[src/rtl/cla_serial_adder.sv]
// cla_serial_adder: WIDTH-bit add/subtract built around a single 4-bit
// carry-lookahead slice. The slice is time-multiplexed over the operand one
// nibble per cycle, LSB first, with the carry chained through a flop.
// Valid/ready handshake on both sides; result registers hold the last result.
module cla_serial_adder #(
  parameter int WIDTH = 32
) (
  input  logic             clk,
  input  logic             rst,
  input  logic             in_valid,
  output logic             in_ready,
  input  logic [WIDTH-1:0] a,
  input  logic [WIDTH-1:0] b,
  input  logic             sub,
  output logic             out_valid,
  input  logic             out_ready,
  output logic [WIDTH-1:0] sum,
  output logic             cout,
  output logic             overflow,
  output logic             zero
);

  localparam int NIB   = WIDTH / 4;
  localparam int IDX_W = (NIB > 1) ? $clog2(NIB) : 1;
  localparam logic [IDX_W-1:0] LAST_IDX = IDX_W'(NIB - 1);

  typedef enum logic [1:0] {
    ST_IDLE = 2'd0,
    ST_RUN  = 2'd1,
    ST_DONE = 2'd2
  } state_e;

  // 4-bit carry-lookahead slice. Returns {carry_out, carry_into_bit3, sum[3:0]};
  // the carry into bit 3 is kept so the top nibble can form the signed
  // overflow flag without a second adder.
  function automatic logic [5:0] cla4(input logic [3:0] x,
                                      input logic [3:0] y,
                                      input logic       ci);
    logic [3:0] g;
    logic [3:0] p;
    logic [3:0] c;
    logic       c4;
    g    = x & y;
    p    = x ^ y;
    c[0] = ci;
    c[1] = g[0] | (p[0] & ci);
    c[2] = g[1] | (p[1] & g[0]) | (p[1] & p[0] & ci);
    c[3] = g[2] | (p[2] & g[1]) | (p[2] & p[1] & g[0]) | (p[2] & p[1] & p[0] & ci);
    c4   = g[3] | (p[3] & g[2]) | (p[3] & p[2] & g[1]) | (p[3] & p[2] & p[1] & g[0])
         | (p[3] & p[2] & p[1] & p[0] & ci);
    return {c4, c[3], p ^ c};
  endfunction

  state_e             state_q,    state_d;
  logic [WIDTH-1:0]   a_q,        a_d;
  logic [WIDTH-1:0]   b_q,        b_d;
  logic               carry_q,    carry_d;
  logic [IDX_W-1:0]   idx_q,      idx_d;
  logic               zero_acc_q, zero_acc_d;
  logic [WIDTH-1:0]   sum_q,      sum_d;
  logic               cout_q,     cout_d;
  logic               overflow_q, overflow_d;
  logic               zero_q,     zero_d;
  logic               in_ready_q, in_ready_d;
  logic               out_valid_q, out_valid_d;

  logic [3:0]         a_nib_s;
  logic [3:0]         b_nib_s;
  logic [5:0]         slice_s;
  logic [3:0]         slice_sum_s;
  logic               slice_cout_s;
  logic               slice_c3_s;
  logic               slice_zero_s;

  // Select the active nibble of each latched operand and run it through the slice.
  always_comb begin
    a_nib_s      = a_q[{idx_q, 2'b00} +: 4];
    b_nib_s      = b_q[{idx_q, 2'b00} +: 4];
    slice_s      = cla4(a_nib_s, b_nib_s, carry_q);
    slice_sum_s  = slice_s[3:0];
    slice_c3_s   = slice_s[4];
    slice_cout_s = slice_s[5];
    slice_zero_s = (slice_sum_s == 4'd0);
  end

  // Next-state and datapath update: latch on accept, step one nibble per RUN cycle.
  always_comb begin
    state_d    = state_q;
    a_d        = a_q;
    b_d        = b_q;
    carry_d    = carry_q;
    idx_d      = idx_q;
    zero_acc_d = zero_acc_q;
    sum_d      = sum_q;
    cout_d     = cout_q;
    overflow_d = overflow_q;
    zero_d     = zero_q;

    case (state_q)
      ST_IDLE: begin
        if (in_valid && in_ready_q) begin
          a_d        = a;
          b_d        = sub ? ~b : b;
          carry_d    = sub;
          idx_d      = {IDX_W{1'b0}};
          zero_acc_d = 1'b1;
          state_d    = ST_RUN;
        end else begin
          state_d    = ST_IDLE;
        end
      end
      ST_RUN: begin
        sum_d[{idx_q, 2'b00} +: 4] = slice_sum_s;
        carry_d    = slice_cout_s;
        zero_acc_d = zero_acc_q & slice_zero_s;
        if (idx_q == LAST_IDX) begin
          cout_d     = slice_cout_s;
          overflow_d = slice_c3_s ^ slice_cout_s;
          zero_d     = zero_acc_q & slice_zero_s;
          state_d    = ST_DONE;
        end else begin
          idx_d      = idx_q + {{(IDX_W-1){1'b0}}, 1'b1};
        end
      end
      ST_DONE: begin
        if (out_ready) begin
          state_d = ST_IDLE;
        end else begin
          state_d = ST_DONE;
        end
      end
      default: begin
        state_d = ST_IDLE;
      end
    endcase

    in_ready_d  = (state_d == ST_IDLE);
    out_valid_d = (state_d == ST_DONE);
  end

  // State and result registers; reset aborts any op and clears the result.
  always_ff @(posedge clk or posedge rst) begin
    if (rst) begin
      state_q     <= ST_IDLE;
      a_q         <= {WIDTH{1'b0}};
      b_q         <= {WIDTH{1'b0}};
      carry_q     <= 1'b0;
      idx_q       <= {IDX_W{1'b0}};
      zero_acc_q  <= 1'b0;
      sum_q       <= {WIDTH{1'b0}};
      cout_q      <= 1'b0;
      overflow_q  <= 1'b0;
      zero_q      <= 1'b0;
      in_ready_q  <= 1'b1;
      out_valid_q <= 1'b0;
    end else begin
      state_q     <= state_d;
      a_q         <= a_d;
      b_q         <= b_d;
      carry_q     <= carry_d;
      idx_q       <= idx_d;
      zero_acc_q  <= zero_acc_d;
      sum_q       <= sum_d;
      cout_q      <= cout_d;
      overflow_q  <= overflow_d;
      zero_q      <= zero_d;
      in_ready_q  <= in_ready_d;
      out_valid_q <= out_valid_d;
    end
  end

  assign in_ready  = in_ready_q;
  assign out_valid = out_valid_q;
  assign sum       = sum_q;
  assign cout      = cout_q;
  assign overflow  = overflow_q;
  assign zero      = zero_q;

endmodule

[config.mk]
export PLATFORM = sky130hd
export DESIGN_NAME = cla_serial_adder
export DESIGN_NICKNAME = d
export VERILOG_FILES = /design/src/rtl/cla_serial_adder.sv
export SDC_FILE = /design/constraint.sdc
export NUM_CORES = 1
export LEC_CHECK = 0
export CAP_MARGIN = 25
export CORE_MARGIN = 2
export CORE_UTILIZATION = 46
export DETAILED_ROUTE_END_ITERATION = 10
export PLACE_DENSITY = 0.81
export SLEW_MARGIN = 25
export SYNTH_ARGS = -nofsm -noshare
export SYNTH_HDL_FRONTEND = slang
export SYNTH_SLANG_ARGS = --single-unit
[constraint.sdc]
create_clock -name clk -period 3.1 [get_ports clk]
set_input_delay 0.31 -clock clk [delete_from_list [all_inputs] [get_ports clk]]
set_output_delay 0.31 -clock clk [all_outputs]
set_load 0.005 [all_outputs]
[Word level (Yosys, flattened, before mapping)]
Index checks and enable logic that the tools add are counted.
W data, S select, Z words.
Word-level totals
  register bits: 108
  input bits: 69
  output and inout bits: 37
  logic and storage cells: 78
Operators by class
  add/subtract/negate cells: 2
  eq/ne operators: 6
  shift-type cells: 4
  muxes and demuxes: 13
  bitwise gates (word level): 32
  reduce and logical (&&, ||, !) cells: 9
Operators by type and width (count)
  $shiftx A32 B6 Y4: 2
  $bwmux W32: 1
  $mux W32: 1
  $not A32 Y32: 1
  $shift A4 B7 Y32 const A: 1
  $shiftx A4 B7 Y32: 1
  $and A1 B1 Y1: 17
  $or A1 B1 Y1: 10
  $xor A4 B4 Y4: 2
  $neg A5 Y7: 1
  $mux W3: 2
  $pmux W2 S3: 1
  $pmux W3 S2: 1
  $reduce_and A2 Y1: 3
  $and A4 B4 Y4: 1
  $eq A2 B2 Y1 const B: 2
  $logic_not A2 Y1: 2
  $logic_not A4 Y1: 1
  $mux W2: 2
  $ne A2 B2 Y1 const B: 2
  $pmux W1 S2: 2
  $add A3 B1 Y3 const B: 1
  $eq A3 B3 Y1 const B: 1
  $mux W1: 3
  5 further kinds: 5

[Logic depth before layout (Yosys ltp)]
Gate-level depths: netlist of the first run.
  depth in word-level cells: 10
  gate-level depth with buffers: 10
  mapped depth without buffers: 8

[Least setup slack after synthesis of the first run]
No wires, ideal clock.
  kind: flip-flop to flip-flop
  from: register idx_q[0]
  to: register sum_q[19], in the netlist sum[19]
  library setup time: 149 ps
  data arrival time: 2792 ps
  data required time: 2951 ps
  setup slack: 159 ps
  stages on the path, launching flop included: 10
  buffers on the path: 1
  period minus slack after synthesis: 2941 ps
  path through: dfrtp_1 -> buf_1 -> mux4_2 -> nand2_1 -> nand2_1 -> ha_1 -> a21oi_1 -> o21ai_0 -> xnor2_1 -> o21ai_0
Between the ends
  longest elaborated chain between the ends: 9
  elaborated cells between the ends (all ways): 24
  classes of those cells: add/sub: 1; shift: 4; mux: 1; bitwise: 18
RTL lines
  start: declaration: RTL line 58  | logic [IDX_W-1:0] idx_q, idx_d;
  start signal: assignment: RTL line 148  | idx_q <= {IDX_W{1'b0}};
  start signal: assignment: RTL line 161  | idx_q <= idx_d;
  $shiftx A32 B6 Y4, on equally long branches: RTL line 77, 78
  $xor A4 B4 Y4 or $and A4 B4 Y4 (tied branches): RTL line 44, 43
  $and A1 B1 Y1: RTL line 48  | c[3] = g[2] | (p[2] & g[1]) | (p[2] & p[1] & g[0]) | (p[2] & p[1] & p[0] & ci);
  $or A1 B1 Y1 or $and A1 B1 Y1 (tied branches) (2 in series): RTL line 48
  $or A1 B1 Y1: RTL line 48
  $xor A4 B4 Y4: RTL line 51  | return {c4, c[3], p ^ c};
  $shiftx A4 B7 Y32: RTL line 113  | sum_d[{idx_q, 2'b00} +: 4] = slice_sum_s;
  $bwmux W32 *: RTL line 113
  end signal: assignment: RTL line 150  | sum_q <= {WIDTH{1'b0}};
  end signal: assignment: RTL line 163  | sum_q <= sum_d;
  end: declaration: RTL line 60  | logic [WIDTH-1:0] sum_q, sum_d;
Every way passes the cells marked *; elsewhere a longest branch is shown, timed or not.
A chain may end at the register's enable or synchronous reset.

[Final worst setup path of the first run]
  from: register idx_q[0]
  to: register sum_q[31], in the netlist sum[31]
Same word-level chain as after synthesis.

==> flow_summary.toml, run 1 <==
[place]
port_buffers = 105
dp.cells = 664
place.gp.congestion = 0.839
dpl.hpwl_um = 7670

[global_routing]
grt_max_degree = 100
grt_pass1_wl_um = 17600
antenna_found_initial = 0
grt_pass1_vias = 3655
grtUsageTotal_pct = 18.9
grt_overflow_total = 0

[synthesis]
ys_types = 39
syn_area_sq_um = 5120
syn_area_per_cell_sq_um = 11.8
synth_top_cell_by_area = "dfrtp_1"
synth_area_leaders = "dfrtp_1 (52%), mux2_2 (9.7%), xnor2_1 (5.8%), mux4_2 (5.3%), nand2_1 (3.7%)"
synthesis.nets = 516
postSynth.asyncResetShare_pct = 100
synth_top_area_share_pct = 52.3
yosys_warnings = 0
synth_ff_type = "dfrtp_1"
ys_ff_latch = 108
synth-edff-count = 0
syn_inst = 434
ys_seq_area_share_pct = 52.8

[critical_path]
critPathKind = "reg -> reg"
reg2reg_depth = 9
crit_fanout = 17
r2r_slack_ps = 330
reg2reg_from = "idx_q[0]$_DFFE_PP0P_"
worstSetupStartpointType = "register"
cp.arrival_ps = 3000
critPathCapture = "sum[31]$_DFFE_PP0P_"
rr_endpoint = "sum[31]$_DFFE_PP0P_"
critPathCaptureType = "register"
crit_start = "idx_q[0]$_DFFE_PP0P_"
crit_required_ps = 3330

[floorplanning]
row_count = 38
coreArea_sq_um = 10800
dieArea_sq_um = 12000
die_w_um = 109
pin_count = 106
die_y_um = 109
start_util_pct = 47.2

[power]
power.total_mw = 6.88
powerDensity_nw_per_um2 = 1050
peakVddDrop_v = 0.000537
p_leak_nw = 2.77

[status]
outcome = "finished, final reports clean"

[final_layout]
multi_input_area_sq_um = 2300
antenna_cells = 0
drive_gt1_share_pct = 16.7
finalNetCount = 617
final-seq-area_sq_um = 2700
fill_cells = 897
syn2layout_area_growth_pct = 28.5
utilization_pct = 60.7
fin_cells = 680

[sta]
hold_viol = 0
period_share_pct = 89.5
slew_viol_final = 0
setup_viol = 0
skew_ps = 13.7
fmax_mhz = 361
rsz0062_at_grt = "no"
whs_ps = 366
fin_tns_setup_ps = 0
slew_headroom_pct = 42.8
min_period_ps = 2770
worstMarginPinSlew_ps = 858

[cts]
clk_path_buf_depth = 2
cts_tree = "yes"
htree_levels = 3
cts.sinks = 108
clkTransAtPathRegs_ps = 100
root_buffer = "clkbuf_8"
insertion_delay_ps = 370
numCtsBuffers = 9

[detailed_routing]
wire_per_inst_um = 15.4
dr.pass1.iters = 4
drt_iter0_drc = 160
vias_per_cell = 5.23
route.detailed.drc = 0
vias = 3554
drt.antenna.violating_nets = 0
wl_um = 10500

[hold_path]
holdCritPathClass = "in -> async"

[job]
cap_violations = 0
cells in the mapped netlist (3+ instances only):
cell,number
dfrtp_1,107
nand2_1,50
nor2_1,45
mux2_2,44
a21oi_1,37
xnor2_1,34
ha_1,12
mux4_2,12
o31ai_1,12
clkbuf_1,10
o21ai_0,10
buf_1,7
inv_1,5
buf_2,4
mux4_1,4
nand4_1,4
buf_6,3
nand2b_1,3
nand4b_1,3
nor2b_1,3
o21ai_1,3
cells in the final DEF, fill, tap and decap left out, types with 2 or more instances in the layout:
cell type        count
a21oi_1             37
a31o_2               2
buf_12               2
buf_4                7
bufinv_16            2
clkbuf_8             9
clkdlybuf4s50_1    104
clkinvlp_4           2
dfrtp_1            107
ha_1                12
inv_1                4
inv_6                3
mux2_2              44
mux2i_1              2
mux4_1               4
mux4_2              12
nand2_1             50
nand2b_1             3
nand3_1              2
nand4_1              4
nand4b_1             3
nor2_1              45
nor2b_1              3
o21ai_0             10
o21ai_1              3
o31ai_1             12
or3_1                2
xnor2_1             32
xnor2_2              2
worst min path at each step:
stage,slack (ps),cells past startpoint,end
floorplan,460,1,a_q[22]$_DFFE_PP0P_
CTS,380,2,sum[3]$_DFFE_PP0P_
finish,370,2,sum[3]$_DFFE_PP0P_
global route,390,2,sum[3]$_DFFE_PP0P_
detailed placement,470,2,sum[26]$_DFFE_PP0P_
global placement,460,2,sum[10]$_DFFE_PP0P_
metal layers:
| metal | GRT usage (%) | share of wire, % |
|---|---|---|
| met5 | 0 | 0 |
| met1 | 24.2 | 43 |
| met4 | 5.06 | 0.73 |
| met3 | 3.20 | 4.9 |
| met2 | 33.3 | 51 |
kinds of logic after synthesis:
family                     Yosys count  share of synthesized area (%)
AOI/OAI and AO/OA                   69                           7.80
xor gates and xnor gates            35                           5.99
buffers and inverters               30                           2.74
adders and majority gates           13                           3.32
and+or+nand+nor                    117                           9.92
DFF                                108                           52.8
muxes                               62                           17.4
stage by stage:
stage	worst slack, ps	cell area, sq um
floorplan	159	5120
global placement	212	6330
detailed placement	84.4	6330
CTS	62.6	6560
global route	101	6580
finish	326	6580
timing repair:
action,4_1_cts,5_1_grt
buffers inserted,0,0
endpoints found under the setup margin,0,15
resized for setup,0,2
hold buffers,0,0
power by group:
part	internal, mW	switching, mW
Combinational	1.70	1.86
Sequential	2.02	0.339
Clock	0.469	0.492
Total	4.19	2.69
registers in the layout (all words and copies together), names as in the netlist:
signal	cells
cout	1
a_q	32
zero_acc_q	1
idx_q	3
b_q	32
out_valid	1
carry_q	1
in_ready	1
overflow	1
state_q	2
zero	1
sum	32
critical path: stages, from the launching register on:
cell and delay, ps:
dfrtp_1 350, buf_4 260, mux4_1 580, nand2_1 80, nand2_1 70, ha_1 310
a21oi_1 140, o21ai_0 180, xnor2_2 480, o31ai_1 180
layout make-up:
class | count | share of cell area, %
tap | 140 | 2.66
inverter | 6 | 0.399
multi-input combinational | 296 | 35.0
timing repair buffer | 114 | 17.3
clock inverter | 7 | 1.60
sequential | 108 | 41.1
clock buffer | 9 | 1.88
(Power assumes the default switching activity.)
==> inputs of run 2 (changes only) <==
SKIP_CTS_REPAIR_TIMING = 1   (was not set)
==> results of run 2 <==
The final DEF is identical to that of run 1; final timing and power are the same.
==> inputs of run 3 (changes only) <==
SLEW_MARGIN = 20   (was 25)
==> results of run 3 <==
The final DEF is identical to that of run 1; final timing and power are the same.
